<file path="config.mk">
export PLATFORM = sky130hd
export DESIGN_NAME = register_file_scoreboard
export DESIGN_NICKNAME = d
export VERILOG_FILES = /design/src/rtl/register_file_scoreboard.sv
export SDC_FILE = /design/constraint.sdc
export NUM_CORES = 1
export LEC_CHECK = 0
export CAP_MARGIN = 20
export CORE_UTILIZATION = 62
export DETAILED_ROUTE_END_ITERATION = 12
export GPL_ROUTABILITY_DRIVEN = 0
export PLACE_DENSITY = 0.84
export SYNTH_ARGS = -nofsm -noshare
export SYNTH_HDL_FRONTEND = slang
export SYNTH_SLANG_ARGS = --single-unit
</file>
<file path="constraint.sdc">
create_clock -name clk -period 3 [get_ports clk]
set_input_delay 0.45 -clock clk [delete_from_list [all_inputs] [get_ports clk]]
set_output_delay 0.45 -clock clk [all_outputs]
set_load 0.005 [all_outputs]
</file>
<file path="src/rtl/register_file_scoreboard.sv">
// 8x16 architectural register file with a per-register in-flight write counter.
// Optional write-through bypass of data and pending when REG_FILE_BYPASS_EN is defined.
module register_file_scoreboard #(
   parameter int DATA_W   = 16,
   parameter int NUM_REGS = 8,
   parameter int PEND_W   = 2
) (
   input  logic                        clk,
   input  logic                        rst,
   input  logic                        reg_write_en,
   input  logic [$clog2(NUM_REGS)-1:0] reg_write_dest,
   input  logic [DATA_W-1:0]           reg_write_data,
   input  logic [$clog2(NUM_REGS)-1:0] reg_read_addr_1,
   output logic [DATA_W-1:0]           reg_read_data_1,
   input  logic [$clog2(NUM_REGS)-1:0] reg_read_addr_2,
   output logic [DATA_W-1:0]           reg_read_data_2,
   input  logic                        issue_en,
   input  logic [$clog2(NUM_REGS)-1:0] issue_dest,
   output logic                        pending_1,
   output logic                        pending_2,
   output logic [NUM_REGS-1:0]         pending_mask,
   output logic                        sb_overflow,
   output logic                        sb_underflow
);

   localparam int AW = $clog2(NUM_REGS);
   localparam logic [PEND_W-1:0] CNT_MAX = '1;
   localparam logic [PEND_W-1:0] CNT_ONE = PEND_W'(1);

   logic [DATA_W-1:0] regs [NUM_REGS];
   logic [PEND_W-1:0] cnt  [NUM_REGS];
   logic [NUM_REGS-1:0] inc;
   logic [NUM_REGS-1:0] dec;

   // r0 never gets inc/dec, so its counter stays at zero forever.
   always_comb begin
      inc = '0;
      dec = '0;
      for (int i = 1; i < NUM_REGS; i++) begin
         inc[i] = issue_en && (issue_dest == AW'(i));
         dec[i] = reg_write_en && (reg_write_dest == AW'(i));
      end
   end

   always_ff @(posedge clk) begin
      if (rst) begin
         for (int i = 0; i < NUM_REGS; i++) begin
            regs[i] <= '0;
            cnt[i]  <= '0;
         end
         sb_overflow  <= 1'b0;
         sb_underflow <= 1'b0;
      end else begin
         if (reg_write_en && reg_write_dest != '0)
            regs[reg_write_dest] <= reg_write_data;
         for (int i = 0; i < NUM_REGS; i++) begin
            if (inc[i] && !dec[i]) begin
               if (cnt[i] == CNT_MAX) sb_overflow <= 1'b1;
               else                   cnt[i] <= cnt[i] + 1'b1;
            end else if (dec[i] && !inc[i]) begin
               if (cnt[i] == '0) sb_underflow <= 1'b1;
               else              cnt[i] <= cnt[i] - 1'b1;
            end
         end
      end
   end

   always_comb begin
      pending_mask = '0;
      for (int i = 1; i < NUM_REGS; i++)
         pending_mask[i] = (cnt[i] != '0);
   end

`ifdef REG_FILE_BYPASS_EN
   // A retiring write that drops the count from 1 to 0 hides the hazard a cycle early.
   logic [NUM_REGS-1:0] retire_clr;
   always_comb begin
      retire_clr = '0;
      for (int i = 1; i < NUM_REGS; i++)
         retire_clr[i] = !rst && dec[i] && !inc[i] && (cnt[i] == CNT_ONE);
   end
`endif

   always_comb begin
      reg_read_data_1 = (reg_read_addr_1 == '0) ? '0 : regs[reg_read_addr_1];
      reg_read_data_2 = (reg_read_addr_2 == '0) ? '0 : regs[reg_read_addr_2];
      pending_1 = pending_mask[reg_read_addr_1];
      pending_2 = pending_mask[reg_read_addr_2];
`ifdef REG_FILE_BYPASS_EN
      if (!rst && reg_write_en && reg_write_dest != '0 && reg_write_dest == reg_read_addr_1)
         reg_read_data_1 = reg_write_data;
      if (!rst && reg_write_en && reg_write_dest != '0 && reg_write_dest == reg_read_addr_2)
         reg_read_data_2 = reg_write_data;
      if (retire_clr[reg_read_addr_1]) pending_1 = 1'b0;
      if (retire_clr[reg_read_addr_2]) pending_2 = 1'b0;
`endif
   end

endmodule
</file>
==> results.md, run 1 <==
Floorplanning:
- The die footprint is 12400 µm².
- The floorplan core area is 11600 µm².
- The floorplan step set the die width to 112 µm.
- Row generation in the floorplan step produced 39 rows.
- In this run the vertical extent of the chip is 112 µm.
- The number of primary I/O pins is 76.
- The initial utilization of the core area, before any placement, comes to 64.4%.

STA:
- The maximum frequency from static timing analysis is 342 MHz.
- Setup repair after global routing left no endpoint under its margin.
- The max-slew violation count is 0.
- The final setup slack of the worst path is 0.0763 ns.
- At the pin with the least slew margin, the transition time is 1.11 ns.
- Summed over all failing endpoints, the final setup total negative slack is 0 ns.
- The final hold violation count was 0.
- The final setup violation count is 0.
- Clock skew on the completed layout was measured at 0.00444 ns.
- In the finished design, the share of the clock period the worst path needs comes to 97.5%.
- The final critical delay including setup and external delays is 2.92 ns.
- Measured against its own limit, the worst slew margin works out to 26.1%.

CTS:
- The clock net in this run drives a total of 128 sinks.
- The clock slew at the register clock pins of the worst setup and hold paths is 0.05 ns.
- The clock tree buffer depth is 2.
- After clock tree synthesis, the setup repair step added 0 buffers.
- The maximum level of the CTS H-tree is 4.
- The total CTS buffers is 17.
- Once the clock tree was built, the resizer swapped 0 gates to a different size.
- The TritonCTS clock tree is done.
- Hold repair after CTS inserted 0 buffers.
- The later pin in the worst-skew pair is clocked with a latency of 0.41 ns.
- The buffer type at the clock tree root is sky130_fd_sc_hd__clkbuf_16.

Final layout:
- The net count of the finished layout is 712.
- The filler-free cell count of the finished design is 833.
- The antenna diode count is 0.
- The post-route netlist has 20.4% of its cells at a drive strength greater than 1.
- From synthesis to final layout, the design area changed by 19.6%.

Min path:
- In this run the worst hold path is classified as reg -> reg.

Drt:
- The number of iterations in the first detailed-routing pass is 9.
- The via total after detailed routing is 5601.
- The total wire length after detailed routing is 19800 µm.
- The per-cell via count in the routed design is 6.72.
- After detailed routing, the number of remaining DRC violations is 3.
- The number of DRC violations after detailed-routing iteration 0 is 634.
- The average routed wire per standard cell is 23.8 µm.
- The detail route stage leaves a number of antenna-violating nets equal to 0.

Global route:
- The initial antenna violation count was 0.
- Entering global routing, the biggest net connects 33 pins.
- Summed over all layers, the global routing overflow is 0.
- The first-pass GRT wire length is 30800 µm.
- The global routing met1 resource utilization is 42.1%.
- The met3 routing resource usage after global routing is 6.86%.
- The aggregate global-route resource usage is 33.4%.
- In this run the most used layer during global routing was met2.
- Global routing consumed, on the met2 layer, 56.1% of the routing resources.
- The via count of the first global-routing pass is 5765.

Yosys:
- In the synthesized netlist, the number of instances is 597.
- Summed over all instances, the cell type with the most area after synthesis is sky130_fd_sc_hd__edfxtp_1.
- Ranked by total cell area, the synthesized netlist is headed by sky130_fd_sc_hd__edfxtp_1, sky130_fd_sc_hd__mux4_2, sky130_fd_sc_hd__and2_1.
- The most used flip-flop cell after synthesis is sky130_fd_sc_hd__edfxtp_1.
- The number of different library cells used by synthesis comes to 62.
- After synthesis, the share of flip-flops with an asynchronous set or reset is 0%.
- Synthesis inferred 128 register bits.
- After synthesis the cells add up to 7440 µm².
- Of the synthesized area, sequential elements account for 51.4%.
- The count of warnings emitted by yosys is 0.
- The number of enable flip-flop cells after synthesis is 126.
- Yosys instantiated no cell more often than sky130_fd_sc_hd__edfxtp_1.
- Sorting the synthesized cells by how often they occur yields sky130_fd_sc_hd__edfxtp_1, sky130_fd_sc_hd__and2_1, sky130_fd_sc_hd__mux4_2.
- The average size of a mapped cell is 12.5 µm².
- The net count after synthesis is 631.
- Of the post-synthesis cell area, the dominant cell type holds 50.8%.

Flow run:
- The tool flagged a number of max-cap violations equal to 0.

Critical path:
- STA puts the critical path data arrival time at 2.47 ns.
- The worst setup path is captured at an output port.
- The critical path in this run is classified as in -> out.
- The worst setup path is launched from a primary input.
- For the worst setup path, the data required time is 2.55 ns.
- The worst-path maximum fanout is 3.

Pwr:
- The total design power is 0.00477 W.
- The leakage power summed over all cells is 3.31 nW.
- Dividing total power by cell area gives a power density of 536 nW/µm².
- Across the VDD grid, the largest voltage drop is 0.000435 V.

Placement:
- The number of buffers added on ports is 74.
- Once placement completed, the tool counted placed cells totaling 802.
- The worst setup slack before clock tree synthesis is 0.120 ns.
- The placed wire-length estimate is 12500 µm.

Run status:
- The flow ran to the end, but the final reports show violations.
- The final reports fail on design-rule violations.
## cells by family after synthesis
group / synth area share, %
and+or+nand+nor: 19.2
AOI/OAI and AO/OA: 9.40
buffers and inverters: 4.39
muxes: 15.2
DFF: 51.4
adders and majority gates: 0.336
other: 0.0504
## worst max-delay path: stages
cell and delay [ns]:
sky130_fd_sc_hd__clkdlybuf4s50_1 0.53, sky130_fd_sc_hd__inv_1 0.17, sky130_fd_sc_hd__mux4_2 0.51, sky130_fd_sc_hd__a21oi_1 0.26, sky130_fd_sc_hd__clkdlybuf4s50_1 0.55
## placed cells by master, fill, tap and decap left out, types with 17 or more instances in the layout
cell type / instances
sky130_fd_sc_hd__clkbuf_16: 17
sky130_fd_sc_hd__mux4_2: 34
sky130_fd_sc_hd__and3_1: 19
sky130_fd_sc_hd__inv_1: 24
sky130_fd_sc_hd__nor2_1: 17
sky130_fd_sc_hd__mux2_2: 31
sky130_fd_sc_hd__nand2_1: 25
sky130_fd_sc_hd__clkdlybuf4s50_1: 70
sky130_fd_sc_hd__a21oi_1: 29
sky130_fd_sc_hd__buf_4: 29
sky130_fd_sc_hd__edfxtp_1: 126
sky130_fd_sc_hd__and2_1: 98
## final timing paths
path                                 from                      end  slack, ns  cells past startpoint
setup / recovery       reg_read_addr_1[2]                pending_1       0.08                      5
hold / removal    cnt[1][2]$_SDFFCE_PN0P_  cnt[1][2]$_SDFFCE_PN0P_       0.60                      1
setup reg to reg      cnt[2][2]$_DFFE_PP_      cnt[2][2]$_DFFE_PP_       1.47                      4
hold reg to reg   cnt[1][2]$_SDFFCE_PN0P_  cnt[1][2]$_SDFFCE_PN0P_       0.60                      1
## power breakdown
group          switching (W)  total [W]  leakage, nW  internal, W
combinational       0.000350   0.000717         1.80     0.000367
sequential         0.0000727    0.00216         1.24      0.00209
clock               0.000691    0.00189        0.264      0.00120
## layer usage
layer / part of all wire [%] / vias to the layer above
li1: - / 2444
met1: 38 / 2782
met2: 51 / 322
met3: 7.9 / 53
met4: 3.0 / 0
met5: 0 / -
## through the flow
| step | instance area [µm²] | utilization (%) | hold WS, ns |
|---|---|---|---|
| floorplan | 7440 | - | 0.564 |
| global placement | 8370 | 72.3 | 0.581 |
| detailed placement | 8370 | 72.3 | 0.588 |
| CTS | 8900 | 77.0 | 0.596 |
| global route | 8900 | 77.0 | 0.609 |
| finish | 8900 | 77.0 | 0.599 |
## flip-flops by register name, summed over array words and instances, names as in the netlist
register,cells
sb_overflow,1
regs,112
sb_underflow,1
cnt,14
## cell type report
| cell class | count | area, µm² |
|---|---|---|
| inverter | 25 | 93.8 |
| timing repair buffer | 105 | 978 |
| sequential | 128 | 3820 |
| multi-input combinational | 401 | 3290 |
| fill | 679 | 2660 |
| tap | 143 | 179 |
| clock buffer | 21 | 440 |
| clock inverter | 10 | 95.1 |
Power figures use the tool's default switching activity.
==> run 2: changes to the inputs <==
TNS_END_PERCENT = 100   (was not set)
==> results of run 2 <==
The final DEF is identical to that of run 1; final timing and power are the same.
